File: config.mk
export PLATFORM = sky130hd
export DESIGN_NAME = apb_uart_tx
export DESIGN_NICKNAME = d
export VERILOG_FILES = /design/src/rtl/apb_uart_tx.sv
export SDC_FILE = /design/constraint.sdc
export NUM_CORES = 1
export LEC_CHECK = 0
export BUFFER_PORTS_ARGS = -buffer_cell sky130_fd_sc_hd__buf_4
export CAP_MARGIN = 20
export CORE_ASPECT_RATIO = 1.1
export CORE_MARGIN = 2
export CORE_UTILIZATION = 40
export CTS_CLUSTER_SIZE = 25
export DETAILED_ROUTE_END_ITERATION = 10
export REMOVE_ABC_BUFFERS = 1
export SLEW_MARGIN = 15
export SYNTH_ARGS = -nofsm -noshare
export SYNTH_HDL_FRONTEND = slang
export SYNTH_SLANG_ARGS = --single-unit
File: constraint.sdc
create_clock -name clk -period 6.55 [get_ports clk]
set_input_delay 0 -clock clk [delete_from_list [all_inputs] [get_ports clk]]
set_output_delay 0 -clock clk [all_outputs]
set_load 0.05 [all_outputs]
File: src/rtl/apb_uart_tx.sv
// APB-programmable UART transmitter with a one-byte transmit buffer.
// Register map: 0 status (RO), 1 error (RO, clear on read), 2/3 bit period,
// 4 data size, 6 transmit data. Frames are start bit, data LSB first, stop bit.
module apb_uart_tx (
    input  logic       clk,
    input  logic       n_rst,
    input  logic       psel,
    input  logic       penable,
    input  logic       pwrite,
    input  logic [2:0] paddr,
    input  logic [7:0] pwdata,
    output logic [7:0] prdata,
    output logic       pslverr,
    output logic       serial_out,
    output logic [1:0] tx_state
);

    localparam logic [1:0] S_IDLE  = 2'd0;
    localparam logic [1:0] S_START = 2'd1;
    localparam logic [1:0] S_DATA  = 2'd2;
    localparam logic [1:0] S_STOP  = 2'd3;

    logic [1:0]  state;
    logic [13:0] bit_period;
    logic [13:0] period_l;
    logic [13:0] bit_tmr;
    logic [3:0]  data_size;
    logic [3:0]  size_l;
    logic [3:0]  bit_cnt;
    logic [7:0]  tx_data;
    logic [7:0]  shift;
    logic        buffer_full;
    logic        overrun;
    logic        bad;
    logic        access;
    logic        wr_en;
    logic        tx_wr;
    logic        err_rd;
    logic        tx_busy;
    logic        bit_end;
    logic        load;

    // Handshake: an APB transfer completes in the single cycle where psel and
    // penable are both high (no wait states); the setup cycle (penable=0) has
    // no side effects. prdata is valid whenever psel=1 and pwrite=0.
    assign access  = psel & penable;
    assign pslverr = access & bad;
    assign wr_en   = access & pwrite & ~bad;
    assign tx_wr   = wr_en & (paddr == 3'd6);
    assign err_rd  = access & ~pwrite & (paddr == 3'd1);
    assign tx_busy = (state != S_IDLE);
    assign bit_end = (bit_tmr == period_l - 14'd1);
    // A buffered byte starts a frame from IDLE or straight out of the stop bit.
    assign load    = buffer_full & ((state == S_IDLE) | ((state == S_STOP) & bit_end));
    assign tx_state = state;

    // Decode illegal addresses, writes to read-only registers and bad data sizes.
    always_comb begin
        bad = 1'b0;
        if (paddr == 3'd5 || paddr == 3'd7)
            bad = 1'b1;
        else if (pwrite && (paddr == 3'd0 || paddr == 3'd1))
            bad = 1'b1;
        else if (pwrite && paddr == 3'd4 &&
                 !(pwdata == 8'd5 || pwdata == 8'd7 || pwdata == 8'd8))
            bad = 1'b1;
    end

    // Read mux; returns zero whenever no read is selected.
    always_comb begin
        prdata = 8'h00;
        if (psel && !pwrite) begin
            case (paddr)
                3'd0:    prdata = {6'b0, buffer_full, tx_busy};
                3'd1:    prdata = {7'b0, overrun};
                3'd2:    prdata = bit_period[7:0];
                3'd3:    prdata = {2'b0, bit_period[13:8]};
                3'd4:    prdata = {4'b0, data_size};
                3'd6:    prdata = tx_data;
                default: prdata = 8'h00;
            endcase
        end
    end

    // Configuration registers, transmit buffer and overrun flag.
    always_ff @(posedge clk) begin
        if (!n_rst) begin
            bit_period  <= 14'd10;
            data_size   <= 4'd8;
            tx_data     <= 8'h00;
            buffer_full <= 1'b0;
            overrun     <= 1'b0;
        end else begin
            if (wr_en) begin
                case (paddr)
                    3'd2:    bit_period[7:0]  <= pwdata;
                    3'd3:    bit_period[13:8] <= pwdata[5:0];
                    3'd4:    data_size        <= pwdata[3:0];
                    default: ;
                endcase
            end
            // A write into a full buffer is dropped; the buffered byte stays.
            if (tx_wr && !buffer_full)
                tx_data <= pwdata;
            if (load)
                buffer_full <= 1'b0;
            else if (tx_wr)
                buffer_full <= 1'b1;
            // A new overrun wins over a simultaneous clearing read.
            if (tx_wr && buffer_full)
                overrun <= 1'b1;
            else if (err_rd)
                overrun <= 1'b0;
        end
    end

    // Transmit FSM: per-state bit timer and data bit counter.
    always_ff @(posedge clk) begin
        if (!n_rst) begin
            state    <= S_IDLE;
            bit_tmr  <= 14'd0;
            bit_cnt  <= 4'd0;
            shift    <= 8'h00;
            period_l <= 14'd2;
            size_l   <= 4'd8;
        end else if (load) begin
            state    <= S_START;
            bit_tmr  <= 14'd0;
            bit_cnt  <= 4'd0;
            shift    <= tx_data;
            period_l <= (bit_period < 14'd2) ? 14'd2 : bit_period;
            size_l   <= data_size;
        end else begin
            case (state)
                S_START: begin
                    if (bit_end) begin
                        state   <= S_DATA;
                        bit_tmr <= 14'd0;
                        bit_cnt <= 4'd0;
                    end else begin
                        bit_tmr <= bit_tmr + 14'd1;
                    end
                end
                S_DATA: begin
                    if (bit_end) begin
                        bit_tmr <= 14'd0;
                        if (bit_cnt == size_l - 4'd1) begin
                            state   <= S_STOP;
                            bit_cnt <= 4'd0;
                        end else begin
                            bit_cnt <= bit_cnt + 4'd1;
                            shift   <= {1'b0, shift[7:1]};
                        end
                    end else begin
                        bit_tmr <= bit_tmr + 14'd1;
                    end
                end
                S_STOP: begin
                    if (bit_end) begin
                        state   <= S_IDLE;
                        bit_tmr <= 14'd0;
                        bit_cnt <= 4'd0;
                    end else begin
                        bit_tmr <= bit_tmr + 14'd1;
                    end
                end
                default: ;
            endcase
        end
    end

    // Registered line driver; follows the FSM state one cycle later.
    always_ff @(posedge clk) begin
        if (!n_rst) begin
            serial_out <= 1'b1;
        end else begin
            case (state)
                S_START: serial_out <= 1'b0;
                S_DATA:  serial_out <= shift[0];
                default: serial_out <= 1'b1;
            endcase
        end
    end

endmodule

### After elaboration in Yosys (flattened, before gate mapping)

Index checks and enable logic that the tools add are counted.

* logic and storage cells: 113
* output and inout port bits: 12
* input port bits: 16
* flip-flop bits (word level): 75

* equality and inequality tests: 25
* muxes and demuxes: 24
* bitwise gates (word level): 13
* magnitude comparators: 1
* $add $sub $neg: 4
* reductions and logical operators: 32

Operators with widths (count)
* $pmux W8 S6: 1
* $mux W8: 5
* $mux W14: 2
* $eq A8 B3 Y1 const B: 2
* $add A14 B1 Y14 const B: 1
* $eq A14 B14 Y1: 1
* $lt A14 B2 Y1 const B: 1
* $sub A14 B1 Y14 const B: 1
* $eq A3 B3 Y1 const B: 4
* $mux W4: 3
* $ne A3 B3 Y1 const B: 4
* $ne A2 B2 Y1 const B: 5
* $reduce_and A5 Y1: 2
* $reduce_bool A2 Y1: 5
* $and A1 B1 Y1: 9
* $eq A8 B4 Y1 const B: 1
* $mux W2: 4
* $pmux W4 S2: 1
* $eq A3 B2 Y1 const B: 2
* $logic_and A1 B1 Y1: 6
* $mux W1: 6
* $pmux W2 S3: 1
* $reduce_and A2 Y1: 3
* $reduce_and A3 Y1: 2
* 18 further kinds: 27

### Longest topological paths before layout

* depth in word-level cells: 13
* depth in mapped cells: 11
* mapped depth without buffers: 9

### Worst setup path before layout

OpenSTA, ideal clock, no wires.

* path kind: register -> register
* start: register period_l[0]
* end: register shift[2]
* path slack: 3.629 ns
* period minus slack after synthesis: 2.921 ns
* buffers on the path: 0
* stages on the path, launching flop included: 10
* arrival time: 2.799 ns
* required time: 6.428 ns
* setup time: 0.122 ns
* cell sequence: dfxtp_1 inv_1 ha_1 or4b_2 nor4_1 xnor2_1 nand3_1 nor4_4 mux2i_1 a21oi_2

* cells in the longest elaborated chain, start to end: 7
* elaborated cells between the ends (all ways): 10
* classes of those cells: add/sub: 1; eq/ne: 2; mux: 1; bitwise: 3; reduce/logical: 3

RTL lines
* from (decl): line 25 `logic [13:0] period_l;`
* from (signal assigned): line 131 `period_l <= (bit_period < 14'd2) ? 14'd2 : bit_period;`
* $sub A14 B1 Y14 (*): line 52 `assign bit_end = (bit_tmr == period_l - 14'd1);`
* $eq A14 B14 Y1 (*): line 52
* $and A1 B1 Y1: line 54 `assign load = buffer_full & ((state == S_IDLE) | ((state == S_STOP) & bit_end));`
* $or A1 B1 Y1: line 54
* $and A1 B1 Y1: line 54
* $ne A2 B2 Y1 (no source line) or $reduce_bool A2 Y1 (tied branches)
* $reduce_and A3 Y1 (no source line)
* to (signal assigned): line 130 `shift <= tx_data;`
* to (signal assigned): line 152 `shift <= {1'b0, shift[7:1]};`
* to (decl): line 31 `logic [7:0] shift;`

Every way passes the cells marked *; elsewhere a longest branch is shown, timed or not.
A chain may end at the register's enable or synchronous reset.

### Final worst setup path

* start: register period_l[0]
* end: register bit_tmr[2]

* cells in the longest elaborated chain, start to end: 6
* elaborated cells between the ends (all ways): 7
* classes of those cells: add/sub: 1; eq/ne: 1; mux: 1; bitwise: 3; reduce/logical: 1

RTL lines
* $sub A14 B1 Y14 (*): line 52
* $eq A14 B14 Y1 (*): line 52
* $and A1 B1 Y1: line 54
* $or A1 B1 Y1: line 54
* $and A1 B1 Y1: line 54
* $reduce_or A2 Y1 (no source line)
* to (signal assigned): line 141 `bit_tmr <= bit_tmr + 14'd1;`
* to (signal assigned): line 155 `bit_tmr <= bit_tmr + 14'd1;`
* to (signal assigned): line 164 `bit_tmr <= bit_tmr + 14'd1;`
* to (decl): line 26 `logic [13:0] bit_tmr;`

Marks and branches as above.

==> results.toml <==
[status]
outcome = "finished, final reports clean"

[synth]
ys.flop_type = "dfxtp_1"
async_reset_ff_share_pct = 0
ys_warn_count = 0
seq_area_frac_synth_pct = 37.4
synth.most_common_cell = "dfxtp_1"
yosys.area.top_type_share_pct = 37.4
yosysTopAreaCell = "dfxtp_1"
syn_inst = 472
yosys-top-cells-area = "dfxtp_1, mux2i_1, nor2_1, xnor2_1, nand2_1"
synth_edf_count = 0
synthTopCellsByCount = "dfxtp_1, nor2_1, nand2_1"
avgSynthCellArea_um2 = 8.51
yosys_register_bits = 75
ys_types = 60
synth_area_mm2 = 0.00402

[power_and_ir_drop]
comb_power_share_pct = 11.0
switching_share_pct = 27.2
internal_power_mw = 0.688
peakVddDrop_mv = 0.138
p_leak_nw = 1.68
finalPower_mw = 0.945
p_per_area_mw_per_mm2 = 205
clkPwrFrac_pct = 39.2
pwr-share-seq_pct = 49.8
power.switching_mw = 0.257

[routing]
routedWlPerCell_um = 15.5
drt_pass1_iterations = 5
wl_um = 9790
vias = 3388
route.detailed.drc = 0
viasPerCell = 5.36
first_iter_violations = 164
ant_nets = 0

[place]
placed_cells = 605
io_buffers = 27
post-place-ws_ns = 3.26
dpl.hpwl_um = 7160
post_dp_cell_area_mm2 = 0.00431
gp_congestion = 0.906

[critical_path]
crit_chain = "inv_1 -> ha_1 -> or4b_2 -> nor4_1 -> xnor2_1 -> nand3_1 -> or3_1 -> o211ai_2 -> nor2_1"
cp-start-kind = "flip-flop"
path_class = "reg2reg"
critPathMaxStageDelay_ns = 0.64
crit_required_ns = 6.78
slowest_stage = "or4b_2"
setup.worst_path.start = "period_l[0]"
cp_max_fo = 13
r2r-start = "period_l[0]"
worst_setup_path_end_kind = "flip-flop"
critPathArrivalTime_ns = 3.50

[floorplan]
die_y_um = 109
core-area_mm2 = 0.00984
initial_core_util_pct = 40.8
io_pins = 28
die-area_mm2 = 0.0109
num_rows = 38
die_x_um = 99.6

[final_layout]
area_growth_syn_to_layout_pct = 14.9
fin_nets = 533
antenna_cells = 0
final_core_util_pct = 46.9
drive_gt1_share_pct = 12.7
final_area_mm2 = 0.00462
instances_no_fill = 632
nFillCells = 987

[sta]
worstMarginPinSlew_ns = 0.857
hold-worst-slack_ns = 0.0365
rsz0062_at_grt = "no"
max_freq_ghz = 0.305
layout_setup_ws_ns = 3.27
relSlewSlack_pct = 42.3
finalHoldViolCount = 0
period_share_pct = 50.0
finClkSkew_ns = 0.00627
setup_viol = 0
slew_violations = 0
min_period_ns = 3.28
tns_ns = 0

[cts]
cts_made_buffers = 9
clock-sinks = 75
cts_tree = "yes"
cts_max_level = 3
clk_latency_ns = 0.36
cts_buffer_depth = 2
cts-root-buf = "clkbuf_8"
clkSlewWorstSetupHoldPaths_ns = 0.08

[hold_path]
hold_class = "in2reg"
min_from = "pwrite"

[global_route]
antenna_found_initial = 0
grt_usage_pct = 19.1
grt_max_degree = 41
grt_remaining_overflow = 0
grt_pass1_wl_um = 16400
grt_pass1_vias = 3314

[flow_run]
max_cap_viol_count = 0
[cells in the final DEF (no fill, tap or decap), types with 11 or more instances in the layout]
master / count
nor2_1: 63
o21ai_0: 16
mux2i_1: 39
a21oi_1: 34
nand3_1: 14
inv_1: 15
nor3_1: 14
dlygate4sd3_1: 11
nand2_1: 52
dfxtp_1: 75
xnor2_1: 27
buf_4: 31
[power groups by stage]
stage	Clock, mW	Combinational, mW	Sequential (mW)
2_1_floorplan	0	0.0580	0.485
3_5_place_dp	0	0.0983	0.481
5_1_grt	0.403	0.114	0.472
3_3_place_gp	0	0.0982	0.481
6_report	0.371	0.104	0.471
4_1_cts	0.379	0.103	0.470
[timing repair]
action,4_1_cts,5_1_grt
endpoints found under the hold margin,28,0
setup buffers,0,0
gates resized for setup,0,0
hold buffers,11,0
[sequential cells by signal, summed over array words and instances (netlist names)]
register / cells
bit_cnt: 4
bit_period: 14
tx_state: 2
tx_data: 8
overrun: 1
period_l: 14
serial_out: 1
size_l: 4
data_size: 4
bit_tmr: 14
shift: 8
buffer_full: 1
[worst max-delay path: cells and delay by family (launching register included)]
kind	cells	cell delay [ns]
buffers and inverters	1	0.07
adder cells (fa/ha/maj)	1	0.23
XOR/XNOR	1	0.18
AO/OA/AOI/OAI	1	0.49
AND/OR/NAND/NOR	5	1.81
flip-flops	1	0.35
[per-layer routing]
layer | GRT usage, % | routed length (um) | vias to the layer above
li1 | - | - | 1734
met1 | 25.4 | 4710 | 1578
met2 | 31.3 | 4610 | 61
met3 | 3.46 | 262 | 15
met4 | 6.95 | 204 | 0
met5 | 0 | 0 | -
[worst paths after layout]
kind,depth (start not counted),slack (ns),to
worst max register to register,9,3.27,bit_tmr[2]
worst max-delay path,9,3.27,bit_tmr[2]
worst min-delay path,4,0.04,overrun
worst min register to register,2,0.48,size_l[2]
[kinds of logic after synthesis]
group | share of synthesized area, %
simple gates | 23.5
compound gates | 13.9
flops | 37.4
mux | 10.3
xor+xnor | 8.06
buf+inv | 3.80
fa+ha+maj | 3.11
[final cells by class]
class                   count  area (um2)  share of cell area [%]
multi-input cells         364        2360                    51.2
flip-flops and latches     75        1500                    32.5
repair buffers             42         343                    7.42
well taps                 120         150                    3.25
clock buffers              10         138                    2.98
clock inverters             6        65.1                    1.41
inverters                  15        56.3                    1.22
Power figures use the tool's default switching activity.
